**src/rtl/i2c_pkg.sv**
```systemverilog
// Shared types and constants for the I2C init sequencer.
// Sequencer states, counter width and table entry width.
package i2c_pkg;

  typedef enum logic [3:0] {
    IDLE,
    FETCH,
    WAIT_RDY,
    ISSUE,
    WAIT_ACCEPT,
    WAIT_DONE,
    DELAY,
    NEXT,
    FINISH,
    FAULT
  } state_t;

  localparam logic [7:0] DELAY_REG_DEF = 8'hFF;
  localparam int ENTRY_W = 16;
  localparam int CNT_W = 20;

endpackage

```
**src/rtl/i2c_init_sequencer_if.sv**
```systemverilog
// Start/ready handshake between the init sequencer
// and the I2C write master.
interface i2c_init_sequencer_if;

  logic       master_start;
  logic [7:0] master_dev_id;
  logic [7:0] master_reg_id;
  logic [7:0] master_data;
  logic       master_ready;

  modport master (
    output master_start,
    output master_dev_id,
    output master_reg_id,
    output master_data,
    input  master_ready
  );

  modport slave (
    input  master_start,
    input  master_dev_id,
    input  master_reg_id,
    input  master_data,
    output master_ready
  );

endinterface

```
**src/rtl/i2c_init_rom.sv**
```systemverilog
// Register-write table: {reg_id, data} per entry.
// One-cycle synchronous read; out-of-range reads give zero.
module i2c_init_rom
  import i2c_pkg::*;
#(
  parameter int NUM_ENTRIES = 4,
  parameter int IDX_W       = 4
) (
  input  logic               clk,
  input  logic               reset,
  input  logic [IDX_W-1:0]   addr,
  output logic [ENTRY_W-1:0] q
);

  logic [ENTRY_W-1:0] rd;

  always_comb begin
    rd = '0;
    if (32'(addr) < 32'(NUM_ENTRIES)) begin
      case (32'(addr))
        0:       rd = 16'h10AA;
        1:       rd = 16'h1155;
        2:       rd = 16'hFF03;
        3:       rd = 16'h120F;
        default: rd = '0;
      endcase
    end
  end

  always_ff @(posedge clk) begin
    if (reset) q <= '0;
    else       q <= rd;
  end

endmodule

```
**src/rtl/i2c_init_sequencer.sv**
```systemverilog
// Walks the init table and issues one register write per
// entry to the I2C master; delay entries pause instead.
module i2c_init_sequencer
  import i2c_pkg::*;
#(
  parameter int         NUM_ENTRIES    = 4,
  parameter int         IDX_W          = 4,
  parameter logic [7:0] DEV_ID         = 8'h50,
  parameter logic [7:0] DELAY_REG      = DELAY_REG_DEF,
  parameter int         DELAY_UNIT     = 4,
  parameter int         ACCEPT_TIMEOUT = 8,
  parameter int         DONE_TIMEOUT   = 1024
) (
  input  logic                 clk,
  input  logic                 reset,
  input  logic                 go,
  i2c_init_sequencer_if.master bus,
  output logic                 busy,
  output logic                 done,
  output logic                 error,
  output logic [IDX_W-1:0]     index
);

  localparam logic [CNT_W-1:0] ACC_LAST =
    CNT_W'(ACCEPT_TIMEOUT - 1);
  localparam logic [CNT_W-1:0] DONE_LAST =
    CNT_W'(DONE_TIMEOUT - 1);
  localparam logic [IDX_W-1:0] LAST_IDX =
    IDX_W'(NUM_ENTRIES - 1);

  state_t             state, state_n;
  logic [CNT_W-1:0]   cnt, cnt_n;
  logic [IDX_W-1:0]   idx_n;
  logic [7:0]         reg_q, reg_n;
  logic [7:0]         dat_q, dat_n;
  logic               ph, ph_n;
  logic [ENTRY_W-1:0] rom_q;

  i2c_init_rom #(
    .NUM_ENTRIES(NUM_ENTRIES),
    .IDX_W      (IDX_W)
  ) u_rom (
    .clk  (clk),
    .reset(reset),
    .addr (index),
    .q    (rom_q)
  );

  always_ff @(posedge clk) begin
    if (reset) begin
      state <= IDLE;
      cnt   <= '0;
      index <= '0;
      reg_q <= '0;
      dat_q <= '0;
      ph    <= 1'b0;
    end else begin
      state <= state_n;
      cnt   <= cnt_n;
      index <= idx_n;
      reg_q <= reg_n;
      dat_q <= dat_n;
      ph    <= ph_n;
    end
  end

  always_comb begin
    state_n = state;
    cnt_n   = cnt;
    idx_n   = index;
    reg_n   = reg_q;
    dat_n   = dat_q;
    ph_n    = 1'b0;
    unique case (state)
      IDLE, FINISH, FAULT: begin
        if (go) begin
          state_n = FETCH;
          idx_n   = '0;
          cnt_n   = '0;
        end
      end
      FETCH: begin
        // first cycle addresses the ROM, second takes its data
        if (!ph) begin
          ph_n = 1'b1;
        end else begin
          reg_n = rom_q[15:8];
          dat_n = rom_q[7:0];
          if (rom_q[15:8] == DELAY_REG) begin
            state_n = DELAY;
            cnt_n   = CNT_W'(rom_q[7:0]) * CNT_W'(DELAY_UNIT);
          end else begin
            state_n = WAIT_RDY;
          end
        end
      end
      WAIT_RDY: begin
        if (bus.master_ready) state_n = ISSUE;
      end
      ISSUE: begin
        state_n = WAIT_ACCEPT;
        cnt_n   = '0;
      end
      WAIT_ACCEPT: begin
        if (!bus.master_ready) begin
          state_n = WAIT_DONE;
          cnt_n   = '0;
        end else if (cnt == ACC_LAST) begin
          state_n = FAULT;
        end else begin
          cnt_n = cnt + 1'b1;
        end
      end
      WAIT_DONE: begin
        if (bus.master_ready) begin
          state_n = NEXT;
        end else if (cnt == DONE_LAST) begin
          state_n = FAULT;
        end else begin
          cnt_n = cnt + 1'b1;
        end
      end
      DELAY: begin
        // a zero-length delay still spends one cycle here
        if (cnt <= CNT_W'(1)) begin
          state_n = NEXT;
          cnt_n   = '0;
        end else begin
          cnt_n = cnt - 1'b1;
        end
      end
      NEXT: begin
        if (index == LAST_IDX) begin
          state_n = FINISH;
        end else begin
          state_n = FETCH;
          idx_n   = index + 1'b1;
        end
      end
      default: state_n = IDLE;
    endcase
  end

  assign bus.master_start  = (state == ISSUE);
  assign bus.master_dev_id = DEV_ID;
  assign bus.master_reg_id = reg_q;
  assign bus.master_data   = dat_q;

  assign done  = (state == FINISH);
  assign error = (state == FAULT);
  assign busy  = (state != IDLE) &&
                 (state != FINISH) &&
                 (state != FAULT);

endmodule

```
**src/flat_wrapper.sv**
```systemverilog
// flat-port wrapper written by rule: the top's interface ports become plain ports
module i2c_init_sequencer_flat import i2c_pkg::*;
#(
  parameter int         NUM_ENTRIES    = 4,
  parameter int         IDX_W          = 4,
  parameter logic [7:0] DEV_ID         = 8'h50,
  parameter logic [7:0] DELAY_REG      = DELAY_REG_DEF,
  parameter int         DELAY_UNIT     = 4,
  parameter int         ACCEPT_TIMEOUT = 8,
  parameter int         DONE_TIMEOUT   = 1024
)
  (clk, reset, go, busy, done, error, index, bus_master_start, bus_master_dev_id, bus_master_reg_id, bus_master_data, bus_master_ready);
  i2c_init_sequencer_if bus_i ();
  input  logic clk;
  input  logic reset;
  input  logic go;
  output logic busy;
  output logic done;
  output logic error;
  output logic [IDX_W-1:0] index;
  output wire logic [$bits(bus_i.master_start)-1:0] bus_master_start;
  output wire logic [$bits(bus_i.master_dev_id)-1:0] bus_master_dev_id;
  output wire logic [$bits(bus_i.master_reg_id)-1:0] bus_master_reg_id;
  output wire logic [$bits(bus_i.master_data)-1:0] bus_master_data;
  input wire logic [$bits(bus_i.master_ready)-1:0] bus_master_ready;
  assign bus_master_start = bus_i.master_start;
  assign bus_master_dev_id = bus_i.master_dev_id;
  assign bus_master_reg_id = bus_i.master_reg_id;
  assign bus_master_data = bus_i.master_data;
  assign bus_i.master_ready = bus_master_ready;
  i2c_init_sequencer #(.NUM_ENTRIES(NUM_ENTRIES), .IDX_W(IDX_W), .DEV_ID(DEV_ID), .DELAY_REG(DELAY_REG), .DELAY_UNIT(DELAY_UNIT), .ACCEPT_TIMEOUT(ACCEPT_TIMEOUT), .DONE_TIMEOUT(DONE_TIMEOUT)) u_core (.clk(clk), .reset(reset), .go(go), .bus(bus_i), .busy(busy), .done(done), .error(error), .index(index));
endmodule
```
**config.mk**
```make
export PLATFORM = sky130hd
export DESIGN_NAME = i2c_init_sequencer_flat
export DESIGN_NICKNAME = d
export VERILOG_FILES = /design/src/rtl/i2c_pkg.sv /design/src/rtl/i2c_init_sequencer_if.sv /design/src/rtl/i2c_init_rom.sv /design/src/rtl/i2c_init_sequencer.sv /design/src/flat_wrapper.sv
export SDC_FILE = /design/constraint.sdc
export NUM_CORES = 1
export LEC_CHECK = 0
export ABC_AREA = 1
export CAP_MARGIN = 20
export CORE_ASPECT_RATIO = 1.1
export CORE_MARGIN = 1.5
export CORE_UTILIZATION = 55
export CTS_BUF_LIST = sky130_fd_sc_hd__clkbuf_8
export DETAILED_ROUTE_END_ITERATION = 12
export PLACE_DENSITY = 0.88
export SYNTH_ARGS = -nofsm -noshare
export SYNTH_HDL_FRONTEND = slang
export SYNTH_SLANG_ARGS = --single-unit
export TNS_END_PERCENT = 5
```
**constraint.sdc**
```tcl
create_clock -name clk -period 2.5 [get_ports clk]
set_clock_uncertainty 0.15 [all_clocks]
set_input_delay 0.625 -clock clk [delete_from_list [all_inputs] [get_ports clk]]
set_output_delay 0.625 -clock clk [all_outputs]
set_load 0.005 [all_outputs]
```
==> metrics.yaml <==
run_status:
  status: "completed"
pwr:
  internal_power_w: 0.001722
  p_leak_nw: 1.672
  seqPwrFrac_pct: 31.7
  p_per_area_nw_per_um2: 858.0
  combPwrFrac_pct: 52.8
  ir_drop_mv: 0.6199
  switching_power_w: 0.001597
  swShare_pct: 48.11
  clockPowerShare_pct: 15.4
timing:
  setup_tns_ns: 0
  period_needed_ns: 2.379
  fmax_mhz: 420.4
  fin_crit_sh_pct: 95.14
  final-max-slew-violation-count: 0
  grt_setup_unrepaired: "no"
  slew-limit-headroom_pct: 66.57
  worst_pin_slew_ns: 0.4977
  setup_viol: 0
  hold_violations: 0
setup_path:
  r2r_start: "u_core.cnt[1]$_SDFFE_PP0P_"
  worstPathArrival_ns: 1.60
  path_buf_inv: 1
  worstPathCellList: "nand2_1 > nor2_1 > clkdlybuf4s50_1"
  path_class: "register to primary output"
  r2r_setup_slack_ns: 0.29
  startpoint_type: "register"
  r2r_cells: 10
  slowest_stage: "clkdlybuf4s50_1"
  crit_fanout: 6
  cp-end-kind: "primary output"
  cpPeakStageDelay_ns: 0.52
  critical-path-top-delay-family: "buffers and inverters"
  worstPathRequired_ns: 1.73
  reg2reg_to: "u_core.cnt[0]$_SDFFE_PP0P_"
worst_hold_path:
  holdPathEnd: "u_core.bus.master_reg_id[1]$_SDFFE_PP0P_"
  hold_start: "u_core.bus.master_reg_id[1]$_SDFFE_PP0P_"
  min_path_cells: 2
  min_path_type: "register to register"
clock_tree:
  clk_path_buf_depth: 2
  insertion_delay_ns: 0.32
  htree_levels: 2
  numCtsBuffers: 5
  path_clk_slew_ns: 0.10
  cts_hold_buf: 0
  cts_sinks: 49
  cts_tree: "yes"
  clockRootBuffer: "clkbuf_8"
grt:
  grt_max_degree: 37
  grt_antenna_before_repair: 0
  gr-max-usage-layer: "met2"
  grtUsageMet1_pct: 33.35
  use_met2_pct: 47.15
  gr-usage-all-layers_pct: 26.99
  grt_pass1_wl_microns: 15250
  grt_pass1_vias: 3439
  met3_usage_pct: 4.293
  grt_overflow: 0
detailed_routing:
  drt_iter0_markers: 322
  via_count: 3665
  final_antenna_net_count: 0
  vias_per_cell: 5.520
  first_pass_iters: 5
  drc_errors: 0
  avgRoutedWirePerCell_microns: 13.20
  routed_wl_microns: 8762
synthesis:
  synth-seq-area-share_pct: 27.50
  yosys.cell_types.count: 37
  synth_top_area_cell: "dfxtp_1"
  synth_top_area_share_pct: 27.50
  syn_inst: 573
  syn_avg_cell_area_sq_um: 6.225
  synth-seq-cells: 49
  netlist_area_sq_um: 3567
  ys_top_cells_by_area: "dfxtp_1, nand2_1, nor2_1, nand3_1, a21oi_1"
  yosysWarnings: 0
floorplanning:
  chipHeight_microns: 87.47
  start_util_pct: 57.25
  rows: 30
  die-area_sq_um: 6978
  io_pins: 36
  fp.dieW_microns: 79.79
  core_sq_um: 6231
placement:
  dp_hpwl_microns: 6555
  gp_congestion: 0.9588
  port_buffers: 27
  place_area_sq_um: 3749
  place_inst: 654
final_layout:
  drive_gt1_share_pct: 9.075
  area_delta_synth_final_pct: 8.418
  diodes: 0
  fin_util_pct: 62.07
  stdcell_area_sq_um: 3867
  stdcell_count: 664
  fin_nets: 594
run:
  cap_violations: 0
[synth_stat cells, drive strengths merged]
library cell,number
ha,7
nor4,2
o31ai,2
clkbuf,5
o21bai,1
xor2,15
a21oi,41
nand3,49
inv,50
buf,33
nor2,78
a22oi,3
conb,2
a31oi,2
o21ai,17
dfxtp,49
xnor2,2
nand3b,1
nand4,8
a211oi,3
nor3b,3
or2,3
nor3,10
nand2,187
[layout by cell type (no fill, tap or decap), types with 8 or more instances in the layout]
master / instances
a21oi_1: 38
buf_4: 8
clkdlybuf4s50_1: 27
conb_1: 8
dfxtp_1: 47
inv_1: 43
nand2_1: 184
nand3_1: 44
nor2_1: 65
nor3_1: 10
o21ai_0: 17
xor2_1: 15
[per-stage QoR]
| stage | hold slack, ns | worst slack [ns] | total power, W |
|---|---|---|---|
| 6_report | 0.3146 | 0.1214 | 0.003318 |
| 5_1_grt | 0.3375 | 0.04672 | 0.003579 |
| 4_1_cts | 0.3208 | 0.04321 | 0.003274 |
| 3_5_place_dp | 0.3052 | 0.1053 | 0.002768 |
| 3_3_place_gp | 0.3035 | 0.1469 | 0.002738 |
| 2_1_floorplan | 0.3075 | 0.6277 | 0.002439 |
[flip-flops by register name, indices dropped and copies added, names as in the netlist]
name                      cells
u_core.u_rom.q               10
u_core.ph                     1
u_core.bus.master_data        6
u_core.state                  4
u_core.cnt                   20
u_core.index                  4
u_core.bus.master_reg_id      4
[metal layers]
metal,vias to the layer above,routed length [microns]
met2,141,4270
met4,0,229
li1,1824,-
met3,25,482
met1,1675,3781
met5,-,0
[worst reg2reg max path, cell delays in order (launching register included)]
cell	delay, ns
dfxtp_1	0.43
ha_1	0.30
nand2_1	0.15
nor2_2	0.17
nand2_1	0.15
inv_1	0.12
nand3_1	0.09
a21oi_2	0.25
nand2_2	0.12
nand2_1	0.11
a21oi_1	0.07
[cell families after synthesis]
logic type               count (synthesis)  synth area share, %
buffers and inverters                   88                12.59
adder cells (fa/ha/maj)                  7                2.455
flip-flops                              49                27.50
AND/OR/NAND/NOR                        341                42.06
AO/OA/AOI/OAI                           69                11.01
XOR/XNOR                                17                4.174
other                                    2               0.2105
[power by group through the flow]
stage               Sequential, W  Combinational (W)  Clock, W
floorplan                0.000982            0.00146         0
global placement          0.00106            0.00168         0
detailed placement        0.00106            0.00171         0
CTS                       0.00104            0.00172  0.000513
global route              0.00107            0.00196  0.000542
finish                    0.00105            0.00175  0.000512
[worst max-delay path by stage]
stage	endpoint	start	cells after the start	slack, ns
2_1_floorplan	u_core.cnt[14]$_SDFFE_PP0P_	u_core.cnt[0]$_SDFFE_PP0P_	12	0.63
4_1_cts	bus_master_start	u_core.state[0]$_SDFFE_PP0P_	3	0.04
3_3_place_gp	u_core.cnt[18]$_SDFFE_PP0P_	bus_master_ready	8	0.15
6_report	bus_master_start	u_core.state[1]$_SDFFE_PP0P_	3	0.12
3_5_place_dp	u_core.cnt[11]$_SDFFE_PP0P_	bus_master_ready	8	0.11
5_1_grt	bus_master_start	u_core.state[2]$_SDFFE_PP0P_	4	0.05
[what timing repair did]
action | 4_1_cts | 5_1_grt
endpoints found under the setup margin | 0 | 13
resized for setup | 0 | 4
setup buffers | 0 | 2
[final cells by class]
cell class	instances	area (sq um)
inverter	50	192.7
tap	80	100.1
timing repair buffer	35	330.3
clock inverter	3	25.02
multi-input combinational	442	2167
sequential	49	983.4
fill	583	2364
clock buffer	5	68.82
No activity file was read; power rests on OpenSTA's default activity.
